===== config.mk =====
export PLATFORM = sky130hd
export DESIGN_NAME = ctrl_pipe
export DESIGN_NICKNAME = d
export VERILOG_FILES = /design/src/rtl/ctrl_pipe.sv
export SDC_FILE = /design/constraint.sdc
export NUM_CORES = 1
export LEC_CHECK = 0
export CORE_MARGIN = 2
export CORE_UTILIZATION = 40
export CTS_CLUSTER_DIAMETER = 100
export DETAILED_ROUTE_END_ITERATION = 10
export GPL_ROUTABILITY_DRIVEN = 0
export MAX_ROUTING_LAYER = met4
export PLACE_DENSITY_LB_ADDON = 0.25
export SLEW_MARGIN = 20
export SYNTH_ARGS = -nofsm -noshare
export SYNTH_HDL_FRONTEND = slang
export SYNTH_SLANG_ARGS = --single-unit

===== constraint.sdc =====
create_clock -name clk -period 1.5 [get_ports clk]
set_input_delay 0.15 -clock clk [delete_from_list [all_inputs] [get_ports clk]]
set_output_delay 0.15 -clock clk [all_outputs]
set_load 0.005 [all_outputs]

===== src/rtl/ctrl_pipe.sv =====
// ctrl_pipe: carries the decoded control bundle through ID/EX, EX/MEM and
// MEM/WB. It also produces the load-use stall, the taken-branch IF/ID flush
// and the EX operand forwarding selects.
//
// Handshake note: there is no valid/ready back-pressure here. EX/MEM and
// MEM/WB advance every cycle. The only flow control is `stall`: while it is
// high, upstream holds PC and IF/ID and presents the same ID instruction on
// the next cycle, while ID/EX takes a bubble.
module ctrl_pipe #(
   parameter int RW = 4
) (
   input  logic          clk,
   input  logic          rst_n,
   input  logic          id_valid,
   input  logic [2:0]    id_alu_op,
   input  logic          id_alu_src,
   input  logic          id_reg_wen,
   input  logic          id_reg_dst,
   input  logic          id_mem_ren,
   input  logic          id_mem_wen,
   input  logic          id_mem_to_reg,
   input  logic          id_branch,
   input  logic [RW-1:0] id_rs1,
   input  logic [RW-1:0] id_rs2,
   input  logic [RW-1:0] id_rd,
   input  logic          ex_taken,
   output logic          ex_valid,
   output logic [2:0]    ex_alu_op,
   output logic          ex_alu_src,
   output logic          ex_reg_dst,
   output logic          ex_branch,
   output logic          mem_valid,
   output logic          mem_ren,
   output logic          mem_wen,
   output logic          wb_valid,
   output logic          wb_reg_wen,
   output logic          wb_mem_to_reg,
   output logic [RW-1:0] wb_rd,
   output logic          stall,
   output logic          flush_ifid,
   output logic [1:0]    fwd_a,
   output logic [1:0]    fwd_b
);

   // ALU op a bubble carries; the datapath decodes 3'b000 as ADD.
   localparam logic [2:0] ALU_ADD = 3'b000;

   // Forwarding select encodings.
   localparam logic [1:0] FWD_RF  = 2'b00;
   localparam logic [1:0] FWD_MEM = 2'b01;
   localparam logic [1:0] FWD_WB  = 2'b10;

   typedef struct packed {
      logic          valid;
      logic [2:0]    alu_op;
      logic          alu_src;
      logic          reg_wen;
      logic          reg_dst;
      logic          mem_ren;
      logic          mem_wen;
      logic          mem_to_reg;
      logic          branch;
      logic [RW-1:0] rs1;
      logic [RW-1:0] rs2;
      logic [RW-1:0] rd;
   } stage_t;

   // A bubble is harmless in every stage: no strobes, no writeback, no branch.
   function automatic stage_t bubble();
      stage_t b;
      b            = '0;
      b.alu_op     = ALU_ADD;
      b.mem_to_reg = 1'b1;
      return b;
   endfunction

   // Forwarding source for one EX operand. A load in MEM is not a source
   // because its data does not exist yet. The load-use stall guarantees
   // that the load has reached WB before its consumer is in EX.
   function automatic logic [1:0] fwd_sel(input stage_t ex,
                                          input stage_t mem,
                                          input stage_t wb,
                                          input logic [RW-1:0] rs);
      logic [1:0] sel;
      sel = FWD_RF;
      if (ex.valid) begin
         if (mem.valid && mem.reg_wen && !mem.mem_ren &&
             (mem.rd != '0) && (mem.rd == rs)) begin
            sel = FWD_MEM;
         end else if (wb.valid && wb.reg_wen &&
                      (wb.rd != '0) && (wb.rd == rs)) begin
            sel = FWD_WB;
         end
      end
      return sel;
   endfunction

   stage_t idex_q,  idex_d;
   stage_t exmem_q, exmem_d;
   stage_t memwb_q, memwb_d;
   stage_t id_bundle;

   logic id_reads_rs2;
   logic load_use;
   logic branch_flush;

   // Gather the ID inputs into one bundle.
   always_comb begin
      id_bundle            = bubble();
      id_bundle.valid      = id_valid;
      id_bundle.alu_op     = id_alu_op;
      id_bundle.alu_src    = id_alu_src;
      id_bundle.reg_wen    = id_reg_wen;
      id_bundle.reg_dst    = id_reg_dst;
      id_bundle.mem_ren    = id_mem_ren;
      id_bundle.mem_wen    = id_mem_wen;
      id_bundle.mem_to_reg = id_mem_to_reg;
      id_bundle.branch     = id_branch;
      id_bundle.rs1        = id_rs1;
      id_bundle.rs2        = id_rs2;
      id_bundle.rd         = id_rd;
   end

   // Hazard detection. rs2 matters only when the ID instruction reads it:
   // register-register ALU ops and stores (store data comes from rs2).
   // A taken branch in EX squashes ID, so it overrides the stall.
   always_comb begin
      id_reads_rs2 = !id_alu_src || id_mem_wen;
      load_use     = idex_q.valid && idex_q.mem_ren && (idex_q.rd != '0) &&
                     id_valid &&
                     ((idex_q.rd == id_rs1) ||
                      ((idex_q.rd == id_rs2) && id_reads_rs2));
      branch_flush = idex_q.valid && idex_q.branch && ex_taken;
      stall        = load_use && !branch_flush;
      flush_ifid   = branch_flush;
   end

   // Next-state for the three stage registers. ID/EX takes a bubble on a
   // flush, on a load-use stall, or when ID holds nothing. The later
   // stages always advance.
   always_comb begin
      idex_d = id_bundle;
      if (branch_flush || load_use || !id_valid) begin
         idex_d = bubble();
      end
      exmem_d = idex_q;
      memwb_d = exmem_q;
   end

   // Stage registers. Reset flushes all in-flight instructions to bubbles.
   always_ff @(posedge clk) begin
      if (!rst_n) begin
         idex_q  <= bubble();
         exmem_q <= bubble();
         memwb_q <= bubble();
      end else begin
         idex_q  <= idex_d;
         exmem_q <= exmem_d;
         memwb_q <= memwb_d;
      end
   end

   // EX operand forwarding selects.
   always_comb begin
      fwd_a = fwd_sel(idex_q, exmem_q, memwb_q, idex_q.rs1);
      fwd_b = fwd_sel(idex_q, exmem_q, memwb_q, idex_q.rs2);
   end

   assign ex_valid      = idex_q.valid;
   assign ex_alu_op     = idex_q.alu_op;
   assign ex_alu_src    = idex_q.alu_src;
   assign ex_reg_dst    = idex_q.reg_dst;
   assign ex_branch     = idex_q.branch;
   assign mem_valid     = exmem_q.valid;
   assign mem_ren       = exmem_q.mem_ren;
   assign mem_wen       = exmem_q.mem_wen;
   assign wb_valid      = memwb_q.valid;
   assign wb_reg_wen    = memwb_q.reg_wen;
   assign wb_mem_to_reg = memwb_q.mem_to_reg;
   assign wb_rd         = memwb_q.rd;

   // MEM/WB keeps the full bundle, but only part of it is visible on the
   // ports. This reduction gathers the remaining bits in one place.
   logic unused_wb_fields;
   assign unused_wb_fields = ^memwb_q;

endmodule


==> Word-level counts from Yosys, hierarchy flattened <==
Index checks and enable logic that the tools add are counted.
{ "word_totals": {"register_bits": 39, "latchBits": 0, "mem_bits_rw": 0, "romBits": 0, "input_bits": 26, "output_inout_bits": 23, "elab_cells": 64, "n_memories": 0} }
{ "op_classes": {"n_addsub": 0, "mul": 0, "n_div": 0, "magnitude_cmp": 0, "eq_ne": 6, "shifts": 0, "muxes": 6, "bitwise": 1, "reduce_logical": 29} }
{ "ops": {"columns": ["op", "n"], "rows": [
  ["equality test 4 bit", 6],
  ["logical AND 1 bit", 17],
  ["two-way mux 2 bit", 6],
  ["nonzero test 4 bit", 3],
  ["zero test 1 bit", 4],
  ["logical OR 1 bit", 4],
  ["OR reduction 2 bit", 1],
  ["inverter 1 bit", 1]
]} }

==> Longest topological paths before layout <==
{ "logic_depth": {"depth_word": 8, "depth_mapped": 6, "ltp_nobuf": 5} }

==> Worst setup path after synthesis <==
OpenSTA, ideal clock, no wires.
{ "synth_timing": {"path_kind": "reg-to-reg", "from": "register idex_q, in the netlist exmem_d[0]", "to": "register idex_q, in the netlist ex_alu_op[2]", "setup_ps": 116, "arrival_ps": 1350, "t_required_ps": 1384, "slack_ps": 34, "path_stages_with_launch": 6, "path_buffers": 1, "period_less_slack_ps": 1466, "cell_sequence": "dfxtp_1 -> xor2_1 -> o41ai_2 -> a211oi_2 -> buf_4 -> and2_2"} }
{ "synth_via": {"elab_chain_cells": 7, "word_cells_on_any_way": 11, "cone_classes": "eq/ne (2); reduce/logical (9)"} }
{ "synth_rtl": {"columns": ["item", "line", "text"], "rows": [
  ["start, declared", "98", "stage_t idex_q, idex_d;"],
  ["start signal, assigned", "153", "idex_q <= bubble();"],
  ["start signal, assigned", "157", "idex_q <= idex_d;"],
  ["equality test 4 bit or nonzero test 4 bit (tied branches)", "132, 129", null],
  ["logical AND 1 bit (on tied branches)", "132, 129", null],
  ["logical OR 1 bit or logical AND 1 bit (tied branches)", "131, 129", null],
  ["logical AND 1 bit (*)", "130", "id_valid &&"],
  ["logical OR 1 bit (*) (2 in a row)", "143", "if (branch_flush || load_use || !id_valid) begin"],
  ["OR reduction 2 bit (no line) (*)", null, null]
]} }
Every way passes the cells marked *; elsewhere a longest branch is shown, timed or not.
A chain may end at the register's enable or synchronous reset.

==> Worst setup path after layout <==
{ "layout_timing": {"from": "register idex_q, in the netlist exmem_d[0]", "to": "register idex_q, in the netlist exmem_d[13]"} }
Same word-level chain as after synthesis.

==> reports/summary.txt <==
CP max stage delay = 0.36 ns
Fill count = 239
Post-CTS Hold Buffers = 0
Max-slew violation count = 0
Period utilization = 1.13
CTS Root Cell = clkbuf_4
Die area = 4150 sq um
Ant diodes = 0
CTS max path bufs = 2
Final hold vios = 0
Critical path capture point type = flip-flop
Hold depth = 2
All-layer global routing usage = 0.185
Clock Sink Count = 39
Critical path required time = 1.75 ns
Fraction of the yosys area taken by sequential cells = 0.535
Final nets = 239
Mapped Nets = 160
Skew final = 0.00784 ns
R2R depth = 7
WS Path Type = flip-flop to flip-flop
Routed vias = 1179
Final ANT Viol Nets = 0
#FFs+latches synth = 39
Violated checks = negative setup slack
Maximum vdd drop = 0.000702 V
Worst path most repeated cell = buf_4
Maximum fanout along the worst path = 3
Routed wire per std cell = 13.8 um
First-pass GRT wire length = 5.51 mm
RSZ-0062 raised after global routing = true
Tot Pwr = 2.26 mW
CTS tree = yes
Initial Utilization = 0.427
Final WL = 3.60 mm
CP bufs+invs = 3
Crit path launch = exmem_d[0]$_SDFF_PP0_
Worst hold path class = primary input to flip-flop
DRC violations left = 0
Slew @ Worst Pin = 0.295 ns
FP Rows = 21
Antenna violations before repair = 0
Max Cap Viol = 0
Mapped Avg Cell Area = 10.9 sq um
Via density = 4.53
R2R Setup Slk = -0.20 ns
Skew-Pair Late Insertion Delay = 0.34 ns
Die Ht = 64.4 um
Leakage = 1.07 nW
Setup TNS = -4.73 ns
Slew margin rel. = 0.801
Number of global-route vias before repair = 1257
Fmax = 0.589 GHz
Critical Path Stages = 7
H-tree Lvls = 2
Final worst slack = -0.197 ns
Distinct cells, synth = 23
CP cell instances = buf_4 -> nor4_4 -> nor2_2 -> buf_6 -> a211oi_4 -> buf_4 -> or2b_1
Post-detail-place hpwl = 2.33 mm
Final setup fails = 27
Num ports = 49
Max FFs per register = 16
Reg2reg end = exmem_d[13]$_SDFF_PP1_
Mapped Cells = 134
Type of origin of the critical path = flip-flop
Status = finished with violations
Synth Warn # = 0
Pre-Repair DR Iteration Count = 4
Mapped Area = 1460 sq um
Largest net degree at the start of global routing = 21
Crit-path slowest cell = dfxtp_2
Critical Path AT = 1.94 ns
Inst Count DP = 239
Min Tclk post-route = 1.70 ns
FF-to-FF Start = exmem_d[0]$_SDFF_PP0_
Layout cell share with drive strength beyond 1 = 0.486
Die W = 64.4 um
Utilization after layout = 0.741
Syn-to-layout area delta = 73.5%
DRT iter0 DRCs = 15
Port Buffer Count = 48
Worst setup path endpoint = exmem_d[13]$_SDFF_PP1_
Total core area = 3420 sq um
Power Density = 894 nW/um^2
Reg clk slew, reported paths = 0.12 ns
Worst path top cell family by delay = simple AND/OR/NAND/NOR gates
Remaining Overflow, GRT = 0
Final cell count without fillers = 260
CTS Buf Count = 5
worst register-to-register path: cells and delay by family, from the launching register on:
kind	cells	cell delay, ns
AO/OA/AOI/OAI	1	0.25
AND/OR/NAND/NOR	3	0.57
flip-flops	1	0.36
buffers and inverters	3	0.42
per-stage QoR:
stage | area [sq um] | setup slack [ns] | hold slack (ns)
finish | 2530 | -0.197 | 0.354
global route | 2530 | -0.321 | 0.341
CTS | 2380 | -0.319 | 0.339
detailed placement | 2090 | -0.509 | 0.402
global placement | 2090 | -0.445 | 0.387
floorplan | 1460 | 0.0342 | 0.223
synth_stat cells, drive strengths merged:
cell type / n / share of area
nand2b: 2 / 0.0086
nor4: 1 / 0.0043
xor2: 3 / 0.018
and2: 37 / 0.18
inv: 1 / 0.0026
o41ai: 2 / 0.017
or4: 1 / 0.0051
or2b: 1 / 0.0051
dfxtp: 39 / 0.54
nand4: 6 / 0.026
nor2: 5 / 0.013
xnor2: 21 / 0.13
nor3: 2 / 0.0069
o21ai: 1 / 0.0034
a211oi: 1 / 0.0086
and3: 1 / 0.0043
nand2: 3 / 0.0077
nand3: 1 / 0.0034
buf: 4 / 0.021
clkbuf: 2 / 0.0060
per-layer routing:
layer | routed length [um] | share of wire | up-vias | track usage
met1 | 1380 | 0.38 | 530 | 0.181
met4 | 97 | 0.027 | 0 | 0.0931
met2 | 1950 | 0.54 | 46 | 0.332
met3 | 176 | 0.049 | 12 | 0.0546
met5 | 0 | 0 | - | -
li1 | - | - | 591 | -
layout make-up:
class	instances	area [sq um]	area share
clock buffer	5	37.5	0.0148
sequential	39	808	0.319
clock inverter	3	67.6	0.0267
multi-input combinational	88	822	0.325
inverter	1	3.75	0.00148
timing repair buffer	78	734	0.290
tap	46	57.6	0.0227
cells by family (layout without fill, tap and decap cells):
family          count (synthesis)  after routing  synth area share
xor+xnor                       24             24             0.144
buf+inv                         7             87            0.0292
compound gates                  4              4            0.0292
simple gates                   60             60             0.262
flops                          39             39             0.535
worst min path at each step:
stage	from	slack, ns	to
floorplan	rst_n	0.22	exmem_q[13]$_SDFF_PN1_
global placement	exmem_d[13]$_SDFF_PP1_	0.39	exmem_q[13]$_SDFF_PN1_
detailed placement	exmem_q[13]$_SDFF_PN1_	0.40	wb_mem_to_reg$_SDFF_PN1_
CTS	id_mem_to_reg	0.34	exmem_d[13]$_SDFF_PP1_
global route	id_mem_to_reg	0.34	exmem_d[13]$_SDFF_PP1_
finish	id_mem_to_reg	0.35	exmem_d[13]$_SDFF_PP1_
repair_timing:
item                                   CTS  global route
pin swaps                               23            18
buffers inserted                         8             4
endpoints found under the hold margin    0             0
resized for setup                       60            42
gates cloned                             0             2
setup endpoints to repair               29            33
cells in the final DEF (no fill, tap or decap), types with 3 or more instances in the layout:
| cell | netlist | layout |
|---|---|---|
| nand4_1 | 6 | 6 |
| nand2_1 | 3 | 3 |
| dfxtp_4 | 0 | 4 |
| xnor2_2 | 0 | 11 |
| dfxtp_1 | 39 | 25 |
| xnor2_1 | 21 | 10 |
| buf_6 | 0 | 13 |
| dfxtp_2 | 0 | 10 |
| buf_4 | 4 | 18 |
| clkbuf_4 | 0 | 5 |
| and2_4 | 0 | 18 |
| buf_2 | 0 | 4 |
| and2_2 | 23 | 6 |
| and2_1 | 14 | 13 |
| clkdlybuf4s50_1 | 0 | 39 |
where the power goes:
group,switching [mW],internal [mW],total (mW)
combinational,0.102,0.210,0.312
clock,0.335,0.518,0.853
sequential,0.0304,1.07,1.10
total,0.467,1.80,2.26
Note: power is estimated with default switching activity, not from simulation.
